--- config.mk ---
export PLATFORM = sky130hd
export DESIGN_NAME = rbm_psum_tx
export DESIGN_NICKNAME = d
export VERILOG_FILES = /design/src/rtl/rbm_psum_tx_pkg.sv /design/src/rtl/rbm_psum_tx_psum_buffer.sv /design/src/rtl/rbm_psum_tx.sv
export SDC_FILE = /design/constraint.sdc
export NUM_CORES = 1
export LEC_CHECK = 0
export CAP_MARGIN = 20
export CORE_MARGIN = 2
export CORE_UTILIZATION = 50
export CTS_BUF_LIST = sky130_fd_sc_hd__clkbuf_16
export DETAILED_ROUTE_END_ITERATION = 8
export HOLD_SLACK_MARGIN = 0.03
export PLACE_DENSITY = 0.84
export SLEW_MARGIN = 20
export SYNTH_ARGS = -nofsm -noshare
export SYNTH_HDL_FRONTEND = slang
export SYNTH_SLANG_ARGS = --single-unit
--- constraint.sdc ---
create_clock -name clk -period 2.9 [get_ports clk]
set_input_delay 0.58 -clock clk [delete_from_list [all_inputs] [get_ports clk]]
set_output_delay 0.58 -clock clk [all_outputs]
set_load 0.02 [all_outputs]
--- src/rtl/rbm_psum_tx_pkg.sv ---
// Shared definitions for the RBM partial-sum transmitter: FSM state encoding
// and the default sizing constants that mirror the system-level defines.
package rbm_psum_tx_pkg;

    localparam int unsigned DefNumCoreH = 16;
    localparam int unsigned DefBwPs     = 16;
    localparam int unsigned DefNumNode  = 64;
    localparam int unsigned DefTimeout  = 15;

    typedef enum logic [2:0] {
        StIdle,
        StFill,
        StSend,
        StWait,
        StDone
    } state_e;

endpackage

--- src/rtl/rbm_psum_tx_psum_buffer.sv ---
// Partial-sum register file: one write port, one registered read port.
// A read of the address being written in the same cycle returns the new data.
module psum_buffer #(
    parameter int unsigned DEPTH = 16,
    parameter int unsigned WIDTH = 16,
    parameter int unsigned AW    = (DEPTH > 1) ? $clog2(DEPTH) : 1
) (
    input  logic             clk,
    input  logic             rst,
    input  logic             wr_en,
    input  logic [AW-1:0]    wr_addr,
    input  logic [WIDTH-1:0] wr_data,
    input  logic             rd_en,
    input  logic [AW-1:0]    rd_addr,
    output logic [WIDTH-1:0] rd_data
);

    logic [WIDTH-1:0] mem [DEPTH];

    // Storage array; contents are don't-care after reset.
    always_ff @(posedge clk) begin
        if (wr_en) begin
            mem[wr_addr] <= wr_data;
        end
    end

    // Registered read with write-first forwarding on an address collision.
    always_ff @(posedge clk) begin
        if (rst) begin
            rd_data <= '0;
        end else if (rd_en) begin
            rd_data <= (wr_en && (wr_addr == rd_addr)) ? wr_data : mem[rd_addr];
        end
    end

endmodule

--- src/rtl/rbm_psum_tx.sv ---
// RBM partial-sum transmitter: buffers NUM_CORE_H partial sums per node from
// the PE array, streams them to the sampling core, then collects the sampled
// binary state for that node, over NUM_NODE nodes per layer pass.
module rbm_psum_tx
    import rbm_psum_tx_pkg::*;
#(
    parameter int unsigned NUM_CORE_H = DefNumCoreH,
    parameter int unsigned BW_PS      = DefBwPs,
    parameter int unsigned NUM_NODE   = DefNumNode,
    parameter int unsigned TIMEOUT    = DefTimeout
) (
    input  logic                    clk,
    input  logic                    rst,
    input  logic                    en,
    input  logic                    start,
    input  logic                    psum_wr_en,
    input  logic signed [BW_PS-1:0] psum_wr_data,
    output logic                    psum_ready,
    output logic                    busy,
    output logic                    data_out_en,
    output logic signed [BW_PS-1:0] data_out,
    input  logic                    new_state,
    input  logic                    new_state_en,
    output logic [NUM_NODE-1:0]     state_vec,
    output logic                    layer_done,
    output logic                    err_timeout
);

    localparam int unsigned PW = $clog2(NUM_CORE_H + 1);
    localparam int unsigned NW = (NUM_NODE > 1) ? $clog2(NUM_NODE) : 1;
    localparam int unsigned TW = $clog2(TIMEOUT + 1);
    localparam int unsigned AW = (NUM_CORE_H > 1) ? $clog2(NUM_CORE_H) : 1;

    localparam logic [PW-1:0] PtrLast  = PW'(NUM_CORE_H - 1);
    localparam logic [PW-1:0] PtrEnd   = PW'(NUM_CORE_H);
    localparam logic [NW-1:0] NodeLast = NW'(NUM_NODE - 1);
    localparam logic [TW-1:0] TmoLast  = TW'(TIMEOUT - 1);

    state_e              state_q, state_d;
    logic [PW-1:0]       wr_ptr_q, wr_ptr_d;
    logic [PW-1:0]       rd_ptr_q, rd_ptr_d;
    logic [NW-1:0]       node_idx_q, node_idx_d;
    logic [TW-1:0]       tmo_q, tmo_d;
    logic [NUM_NODE-1:0] state_vec_q, state_vec_d;
    logic                err_q, err_d;
    logic                dout_en_q, dout_en_d;

    logic                buf_wr;
    logic                buf_rd;
    logic [AW-1:0]       buf_raddr;
    logic [BW_PS-1:0]    buf_rdata;

    psum_buffer #(
        .DEPTH (NUM_CORE_H),
        .WIDTH (BW_PS),
        .AW    (AW)
    ) u_buf (
        .clk     (clk),
        .rst     (rst),
        .wr_en   (buf_wr),
        .wr_addr (wr_ptr_q[AW-1:0]),
        .wr_data (psum_wr_data),
        .rd_en   (buf_rd),
        .rd_addr (buf_raddr),
        .rd_data (buf_rdata)
    );

    // Next-state and datapath control; nothing advances while en is low.
    always_comb begin
        state_d     = state_q;
        wr_ptr_d    = wr_ptr_q;
        rd_ptr_d    = rd_ptr_q;
        node_idx_d  = node_idx_q;
        tmo_d       = tmo_q;
        state_vec_d = state_vec_q;
        err_d       = err_q;
        dout_en_d   = 1'b0;
        buf_wr      = 1'b0;
        buf_rd      = 1'b0;
        buf_raddr   = rd_ptr_q[AW-1:0];
        psum_ready  = (state_q == StFill) && (wr_ptr_q < PtrEnd);

        if (en) begin
            unique case (state_q)
                StIdle: begin
                    if (start) begin
                        state_d     = StFill;
                        node_idx_d  = '0;
                        wr_ptr_d    = '0;
                        state_vec_d = '0;
                    end
                end
                StFill: begin
                    if (psum_wr_en && psum_ready) begin
                        buf_wr   = 1'b1;
                        wr_ptr_d = wr_ptr_q + PW'(1);
                        if (wr_ptr_q == PtrLast) begin
                            // Fetch beat 0 on the last write so it is valid in the
                            // first SEND cycle; rd_ptr then counts beats issued.
                            state_d   = StSend;
                            buf_rd    = 1'b1;
                            buf_raddr = '0;
                            dout_en_d = 1'b1;
                            rd_ptr_d  = PW'(1);
                        end
                    end
                end
                StSend: begin
                    if (rd_ptr_q == PtrEnd) begin
                        state_d = StWait;
                        tmo_d   = '0;
                    end else begin
                        buf_rd    = 1'b1;
                        dout_en_d = 1'b1;
                        rd_ptr_d  = rd_ptr_q + PW'(1);
                    end
                end
                StWait: begin
                    if (new_state_en || (tmo_q == TmoLast)) begin
                        // A missed response records the node as 0 and flags it.
                        state_vec_d[node_idx_q] = new_state_en ? new_state : 1'b0;
                        if (!new_state_en) begin
                            err_d = 1'b1;
                        end
                        if (node_idx_q == NodeLast) begin
                            state_d = StDone;
                        end else begin
                            node_idx_d = node_idx_q + NW'(1);
                            wr_ptr_d   = '0;
                            state_d    = StFill;
                        end
                    end else begin
                        tmo_d = tmo_q + TW'(1);
                    end
                end
                StDone: begin
                    state_d = StIdle;
                end
                default: begin
                    state_d = StIdle;
                end
            endcase
        end
    end

    // State registers; reset wins over en, en low freezes everything.
    always_ff @(posedge clk) begin
        if (rst) begin
            state_q     <= StIdle;
            wr_ptr_q    <= '0;
            rd_ptr_q    <= '0;
            node_idx_q  <= '0;
            tmo_q       <= '0;
            state_vec_q <= '0;
            err_q       <= 1'b0;
            dout_en_q   <= 1'b0;
        end else if (en) begin
            state_q     <= state_d;
            wr_ptr_q    <= wr_ptr_d;
            rd_ptr_q    <= rd_ptr_d;
            node_idx_q  <= node_idx_d;
            tmo_q       <= tmo_d;
            state_vec_q <= state_vec_d;
            err_q       <= err_d;
            dout_en_q   <= dout_en_d;
        end
    end

    // A held beat is not presented while disabled, so it is delivered once.
    assign data_out_en = dout_en_q && en;
    assign data_out    = buf_rdata;
    assign busy        = (state_q != StIdle);
    assign layer_done  = (state_q == StDone) && en;
    assign state_vec   = state_vec_q;
    assign err_timeout = err_q;

endmodule

---- Word-level counts from Yosys, hierarchy flattened ----
Memories as Yosys holds them, arrays and structs flattened. A register that Yosys moved wholly into a read port is not among the register bits.
Cells that the tools add are included.
Widths: inputs -> output; s select.
operators by class
  add/sub/neg operators ................... 4
  magnitude comparators ................... 3
  equal/unequal tests ..................... 16
  multiplexer cells ....................... 44
  bitwise logic cells ..................... 1
  reductions and logical operators ........ 19
operators by type and width
  kind                 count
  $mux 64              2
  $pmux 64 s2          1
  $bwmux 64            1
  $mux 5               7
  $mux 4               6
  $mux 3               6
  $mux 6               3
  $pmux 5 s3           1
  $ne 2x2->1 const B   6
  $pmux 3 s4           1
  $pmux 6 s2           1
  $reduce_and 4->1     3
  $reduce_and 6->1     2
  $mux 1               11
  $add 5x1->5 const B  2
  $pmux 5 s2           1
  $reduce_and 5->1     2
  $pmux 4 s2           1
  $lt 6x7->1 const B   1
  $add 6x1->6 const B  1
  $demux 1 s6          1
  $eq 3x2->1 const B   2
  $eq 6x6->1 const B   1
  $ge 6x1->1 const B   1
  15 further kinds     23
storage, ports and cells
  register bits ........................... 89
  bits in writable memories ............... 256
  input port bits ......................... 23
  output and inout bits ................... 85
  logic and storage cells ................. 96
  memories kept ........................... 1
memories
  memory     words  bits a word  rd ports  clocked after memory_dff  write ports  RTL line                       RTL
  u_buf.mem  16     16           1         1                         1            rbm_psum_tx_psum_buffer.sv:18  logic [WIDTH-1:0] mem [DEPTH];

---- Depth between registers and ports, before layout ----
Gate-level depths: netlist of the first run.
  word-level depth ........................ 8
  mapped depth ............................ 11
  depth with buffers taken out ............ 8

---- Hierarchy ----
A second synthesis of the first run with hierarchy kept.
unflattened totals
  cell total of the unflattened synthesis .. 1,166
  area, all modules ....................... 15,643.8 um^2
by module, submodules not included
  module       times used  cells each  area an instance (um^2)
  psum_buffer  1           556         10,750.3
  rbm_psum_tx  1           610         4,893.4

---- Worst setup path before layout of the first run ----
Ideal clock, no wire load.
  path kind ............................... input-to-reg
  from .................................... input en
  to ...................................... memory u_buf.mem[3][0] (enable)
  arrival ................................. 2,470 ps
  required time ........................... 2,491 ps
  path slack .............................. 21 ps
  stages .................................. 5
  path buffers ............................ 1
  path through ............................ buf_2 inv_2 nor3_2 nand2_1 nor3_1
on the way
  word-level cells in the longest chain between the ends .. 3
RTL lines
  what                          RTL line                       RTL
  start: declaration            rbm_psum_tx.sv:14              input logic en,
  $mux 1                        rbm_psum_tx.sv:83              if (en) begin
  $mux 1                        rbm_psum_tx_psum_buffer.sv:22  if (wr_en) begin
  $mux 1 (not written as such)  rbm_psum_tx_psum_buffer.sv:23  mem[wr_addr] <= wr_data;
  end: declaration              rbm_psum_tx_psum_buffer.sv:18
No other way between the ends.

---- Final worst setup path of the first run ----
  from .................................... register state_q[0]
  to ...................................... output layer_done
on the way
  word-level cells in the longest chain between the ends .. 2
RTL lines
  what                      RTL line            RTL
  start: declaration        rbm_psum_tx.sv:39   state_e state_q, state_d;
  start signal: assignment  rbm_psum_tx.sv:149  state_q <= StIdle;
  start signal: assignment  rbm_psum_tx.sv:158  state_q <= state_d;
  $eq 3x3->1                rbm_psum_tx.sv:173  assign layer_done = (state_q == StDone) && en;
  $logic_and 1x1->1         rbm_psum_tx.sv:173
  end: declaration          rbm_psum_tx.sv:25   output logic layer_done,
No other way between the ends.

==> flow_summary.json, run 1 <==
{
  "status": "finished clean",
  "p_int_w": 0.00812,
  "ys.flop_type": "edfxtp_1",
  "clkSlewWorstSetupHoldPaths_ns": 0.06,
  "area_delta_synth_final_pct": 19.6,
  "r2r_setup_slack_ns": 0.33,
  "period_minus_slack_ns": 2.77,
  "placed_area_um2": 16700,
  "antenna_found_initial": 0,
  "ctsHoldBuffers": 0,
  "root_buffer": "clkbuf_16",
  "vias": 9980,
  "finalMaxSlewViolations": 0,
  "cts.sinks": 361,
  "hp-start": "err_timeout",
  "max_freq_mhz": 361,
  "ys_seq_elements": 361,
  "clockBufferDepth": 3,
  "peakVddDrop_mv": 0.567,
  "postCtsSetupBuffers": 0,
  "nets": 1240,
  "cpPeakStageDelay_ns": 0.63,
  "crit_required_ns": 2.32,
  "cp_data_arrival_time_ns": 2.19,
  "totalPowerFinal_w": 0.0102,
  "ys_seq_area_share_pct": 65.8,
  "grt_overflow": 0,
  "syn_nets": 1115,
  "drtPass1Iterations": 5,
  "hold_end": "err_timeout",
  "die_h_um": 177,
  "tightest_slew_ns": 0.802,
  "grt_pass1_vias": 9772,
  "rsz0062_at_grt": "false",
  "numCtsBuffers": 37,
  "cap_violations": 0,
  "crit_path_max_fanout": 16,
  "dp_hpwl_um": 22600,
  "syn_area_um2": 14900,
  "final_core_util_pct": 60.4,
  "hold_path_depth": 2,
  "io_pins": 108,
  "crit_chain": "buf_4 -> nor2_1 -> and3_1 -> clkdlybuf4s50_1",
  "fin_setup_tns_ns": 0,
  "synth-edff-count": 256,
  "async_reset_ff_share_pct": 0,
  "drive_gt1_share_pct": 15.4,
  "r2r_cells": 9,
  "globalplace.congestion": 0.778,
  "synth_top_area_cell": "edfxtp_1",
  "design_area_um2": 17800,
  "period_share_pct": 95.4,
  "synth_cells": 1082,
  "seqPwrFrac_pct": 53.9,
  "wl_um": 35900,
  "fp.dieW_um": 177,
  "start_util_pct": 50.5,
  "grt_pass1_wl_um": 55000,
  "synth_top_area_share_pct": 51.7,
  "cts_tree": "yes",
  "path_class": "flop to output pin",
  "synthTopCellsByArea": "edfxtp_1 (52%), dfxtp_1 (14%), mux4_2 (7.3%)",
  "synth_warnings": 0,
  "routedWlPerCell_um": 22.1,
  "p_clk_share_pct": 43.7,
  "avgSynthCellArea_um2": 13.8,
  "first_iter_violations": 1124,
  "hp-class": "flop to flop",
  "slew_headroom_pct": 46.4,
  "dp_slack_ns": 0.0902,
  "cp-start-kind": "flop",
  "pwr-share-comb_pct": 2.4,
  "core_um2": 29500,
  "p_leak_nw": 5.92,
  "die_area_um2": 31200,
  "r2r-end": "u_buf.rd_data[15]",
  "rows": 63,
  "skew_ns": 0.0191,
  "power_density_nw_per_um2": 576,
  "finalHoldViolations": 0,
  "via_per_inst": 6.15,
  "grt_start_max_net_pins": 84,
  "track_usage_pct": 22.9,
  "switching_share_pct": 20.7,
  "numPortBuffers": 107,
  "cts_resized": 0,
  "setup_viol": 0,
  "cpMaxStageDelayCell": "clkdlybuf4s50_1",
  "clock_latency_ns": 0.53,
  "antenna_cells": 0,
  "setup_ws_ns": 0.133,
  "drcViolationCount": 0,
  "synth_cell_types": 63,
  "netSwitchingPower_w": 0.00212,
  "cts_max_level": 2,
  "r2r_start": "wr_ptr_q[0]",
  "antenna_left": 0,
  "critical_path.endpoint_type": "output pin"
}
[power groups by stage]
| stage | logic, W | clock network, W | registers (W) |
|---|---|---|---|
| after detailed placement | 0.000241 | 0 | 0.00564 |
| after CTS | 0.000242 | 0.00454 | 0.00552 |
| final | 0.000243 | 0.00447 | 0.00552 |
| after global routing | 0.000262 | 0.00474 | 0.00552 |
| after floorplan | 0.000110 | 0 | 0.00564 |
| after global placement | 0.000235 | 0 | 0.00563 |
[critical path, delay by kind of cell (launching register included)]
kind | cells | cell delay (ns)
buffers and inverters | 2 | 0.82
AND/OR/NAND/NOR | 2 | 0.54
flip-flops | 1 | 0.31
[per-layer routing]
layer  vias up  global-route usage, %  wire length [µm]
met3       107                   4.35              3050
met4         0                   8.57              1330
met2       481                   37.9             17400
met1      4972                   30.1             14100
li1       4420                      -                 -
met5         -                  0.962                 0
[final cells by class]
class	count	area [µm²]
multi-input cells	629	4750
repair buffers	170	1590
inverters	8	30.0
clock buffers	39	976
fillers	2212	11700
clock inverters	26	164
flip-flops and latches	361	9790
well taps	390	488
[cell families after synthesis]
kind of cell / share of synthesized area [%]
flops: 65.8
mux: 10.6
simple gates: 7.10
fa+ha+maj: 0.841
compound gates: 12.8
buf+inv: 2.55
xor+xnor: 0.294
[per-stage QoR]
stage,hold WS (ns),cells
2_1_floorplan,0.447,1082
3_3_place_gp,0.453,1558
3_5_place_dp,0.472,1558
4_1_cts,0.480,1623
5_1_grt,0.507,1623
6_report,0.477,1623
[cells in the final DEF, fill, tap and decap left out, types with 4 or more instances in the layout]
cell | synthesis | routed
inv_1 | 6 | 14
o211a_1 | 17 | 17
a21oi_1 | 137 | 137
o221ai_1 | 15 | 15
clkbuf_16 | 0 | 39
nor3_2 | 3 | 7
a211oi_2 | 9 | 9
xor2_1 | 4 | 4
dfxtp_1 | 105 | 103
edfxtp_1 | 256 | 256
ha_1 | 10 | 10
nor2b_1 | 5 | 5
mux2i_1 | 50 | 50
o21ai_0 | 5 | 5
a221oi_1 | 15 | 15
nor3b_1 | 7 | 4
nor2_1 | 57 | 57
nand3_1 | 9 | 9
a22oi_1 | 7 | 7
clkdlybuf4s50_1 | 0 | 106
buf_12 | 0 | 4
nor3_1 | 10 | 6
nand2b_1 | 5 | 5
nand2_1 | 93 | 93
a211oi_1 | 9 | 9
o21ai_1 | 60 | 60
mux4_2 | 48 | 48
buf_4 | 1 | 60
clkinv_1 | 0 | 10
[synthesized netlist by cell type, types with 3 or more instances]
| cell | instances |
|---|---|
| a21o_1 | 3 |
| and3_1 | 3 |
| a221oi_1 | 15 |
| and2_1 | 3 |
| edfxtp_1 | 256 |
| dfxtp_1 | 105 |
| o211ai_1 | 3 |
| nor3b_1 | 7 |
| mux2i_1 | 50 |
| a22oi_1 | 7 |
| a211oi_2 | 9 |
| o211a_1 | 17 |
| ha_1 | 10 |
| nand2b_1 | 5 |
| xor2_1 | 4 |
| nor2b_1 | 5 |
| buf_2 | 18 |
| inv_1 | 6 |
| and3b_1 | 3 |
| mux4_2 | 48 |
| nor2_1 | 57 |
| a211oi_1 | 9 |
| o21ai_0 | 5 |
| buf_1 | 6 |
| o221ai_1 | 15 |
| clkbuf_1 | 58 |
| nor3_1 | 10 |
| a311oi_1 | 3 |
| a21oi_1 | 137 |
| nand3_1 | 9 |
| nor4_1 | 3 |
| nor3_2 | 3 |
| nand2_1 | 93 |
| o21ai_1 | 60 |
[worst max-delay path by stage]
stage               cells past startpoint  slack (ns)               end        from
floorplan                               5        0.02   u_buf.mem[3][0]          en
global placement                        6        0.17   u_buf.mem[4][1]          en
CTS                                     3        0.11        psum_ready  state_q[1]
detailed placement                      6        0.09  u_buf.mem[12][6]          en
global route                            4        0.07        layer_done  state_q[0]
finish                                  4        0.13        layer_done  state_q[0]
[flip-flops by register name (all words and copies together), names as in the netlist]
| name | flops |
|---|---|
| dout_en_q | 1 |
| node_idx_q | 6 |
| state_q | 3 |
| u_buf.mem | 256 |
| err_timeout | 1 |
| u_buf.rd_data | 16 |
| tmo_q | 4 |
| rd_ptr_q | 5 |
| wr_ptr_q | 5 |
| state_vec | 64 |
Power figures use the tool's default switching activity.
==> run 2, diff against run 1 <==
CAP_MARGIN = default   (was 20)
PLACE_DENSITY = 0.68   (was 0.84)
==> run 2 against run 1 <==
Effect of this change: register-to-register slack better by 0.13 ns; via count down 1.7%; utilization up 0.35 points; clock power up 4%; routed wire length up 1.1%; die area unchanged; cell area up 0.58%; sequential power about the same.
==> flow_summary.json, run 2 (synthesized netlist as in run 1, its figures left out) <==
{
  "die_area_um2": 31200,
  "cpMaxStageDelayCell": "clkdlybuf4s50_1",
  "fp.dieW_um": 177,
  "antenna_found_initial": 0,
  "mostFrequentLayoutCells": "edfxtp_1 (256), a21oi_1 (137), clkdlybuf4s50_1 (106), dfxtp_1 (103), nand2_1 (93)",
  "cap_violations": 0,
  "grt_pass1_wl_um": 55100,
  "vias": 9814,
  "tightest_slew_ns": 0.731,
  "cts.sinks": 361,
  "period_minus_slack_ns": 2.79,
  "path_delay_family": "simple AND/OR/NAND/NOR gates",
  "clkSlewWorstSetupHoldPaths_ns": 0.06,
  "numCtsBuffers": 39,
  "clockBufferDepth": 3,
  "period_share_pct": 96.3,
  "fillers": 2271,
  "final_core_util_pct": 60.7,
  "first_iter_violations": 1068,
  "routedWlPerCell_um": 22.2,
  "globalplace.congestion": 0.804,
  "finalMaxSlewViolations": 0,
  "totalPowerFinal_w": 0.0104,
  "numPortBuffers": 107,
  "crit_buf_inv": 1,
  "p_leak_nw": 5.99,
  "cts_resized": 0,
  "dp_hpwl_um": 22400,
  "crit_chain": "or3b_4 -> nor2_1 -> clkdlybuf4s50_1",
  "start_util_pct": 50.5,
  "area_delta_synth_final_pct": 20.3,
  "finalHoldViolations": 0,
  "crit_path_max_fanout": 17,
  "top_register": "u_buf.mem",
  "hp-class": "flop to flop",
  "largest_reg_flops": 256,
  "cpPeakStageDelay_ns": 0.61,
  "wl_um": 36200,
  "path_class": "flop to output pin",
  "cts_tree": "yes",
  "antenna_left": 0,
  "power_density_nw_per_um2": 583,
  "clock_latency_ns": 0.52,
  "peakVddDrop_mv": 0.488,
  "track_usage_pct": 23.2,
  "nets": 1247,
  "status": "finished clean",
  "critical_path.endpoint_type": "output pin",
  "root_buffer": "clkbuf_16",
  "rsz0062_at_grt": "false",
  "seqPwrFrac_pct": 53.0,
  "drtPass1Iterations": 5,
  "slew_headroom_pct": 51.3,
  "pwr-share-comb_pct": 2.3,
  "via_per_inst": 6.01,
  "cts_max_level": 2,
  "cp-start-kind": "flop",
  "grt_pass1_vias": 9460,
  "fin_setup_tns_ns": 0,
  "die_h_um": 177,
  "crit_required_ns": 2.32,
  "ctsHoldBuffers": 0,
  "layout_commonest_cell": "edfxtp_1",
  "grt_overflow": 0,
  "p_int_w": 0.00831,
  "netSwitchingPower_w": 0.00212,
  "io_pins": 108,
  "rows": 63,
  "drive_gt1_share_pct": 16.0,
  "setup_viol": 0,
  "core_um2": 29500,
  "grt_start_max_net_pins": 84,
  "max_freq_mhz": 358,
  "skew_ns": 0.0109,
  "p_clk_share_pct": 44.7,
  "cp_data_arrival_time_ns": 2.21,
  "postCtsSetupBuffers": 0,
  "switching_share_pct": 20.3,
  "antenna_cells": 0,
  "drcViolationCount": 0
}
run 2: final cells by class:
| type | instances | area, µm² | share of cell area [%] |
|---|---|---|---|
| tap | 390 | 488 | 2.73 |
| clock buffer | 39 | 976 | 5.45 |
| sequential | 361 | 9790 | 54.7 |
| multi-input combinational | 629 | 4750 | 26.5 |
| timing repair buffer | 175 | 1630 | 9.10 |
| clock inverter | 32 | 229 | 1.28 |
| inverter | 8 | 30.0 | 0.168 |
run 2: routing by layer:
layer / global-route usage, % / vias to the layer above / wire [µm]
met5: 0 / - / 0
met4: 7.06 / 0 / 980
met3: 3.36 / 69 / 2180
met2: 38.4 / 344 / 17500
met1: 32.0 / 4957 / 15600
li1: - / 4444 / -
run 2: stage by stage:
step                std cells  cell area [µm²]  hold WS [ns]  setup slack [ns]
floorplan                1082            14900         0.447            0.0212
global placement         1563            16700         0.453             0.143
detailed placement       1563            16700         0.463             0.102
CTS                      1634            17900         0.475            0.0689
global route             1634            17900         0.497            0.0403
finish                   1634            17900         0.466             0.108
run 2: power groups by stage:
stage,clock (W),combinational (W),sequential [W]
2_1_floorplan,0,0.000110,0.00564
3_3_place_gp,0,0.000240,0.00563
3_5_place_dp,0,0.000242,0.00563
4_1_cts,0.00473,0.000242,0.00553
5_1_grt,0.00493,0.000264,0.00552
6_report,0.00466,0.000243,0.00553
run 2: final timing paths:
check                                  from                end  slack [ns]  cells after the start
worst max register to register   state_q[1]  u_buf.mem[14][12]        0.46                      5
worst min-delay path            err_timeout        err_timeout        0.47                      2
worst min register to register  err_timeout        err_timeout        0.47                      2
worst max-delay path             state_q[1]         psum_ready        0.11                      3
run 2: worst register-to-register path, stage by stage, from the launching register on:
cell and delay [ns]:
dfxtp_1 0.46, or3b_4 0.49, nor3_2 0.44, nand2_1 0.24, nor2_1 0.27, buf_4 0.25
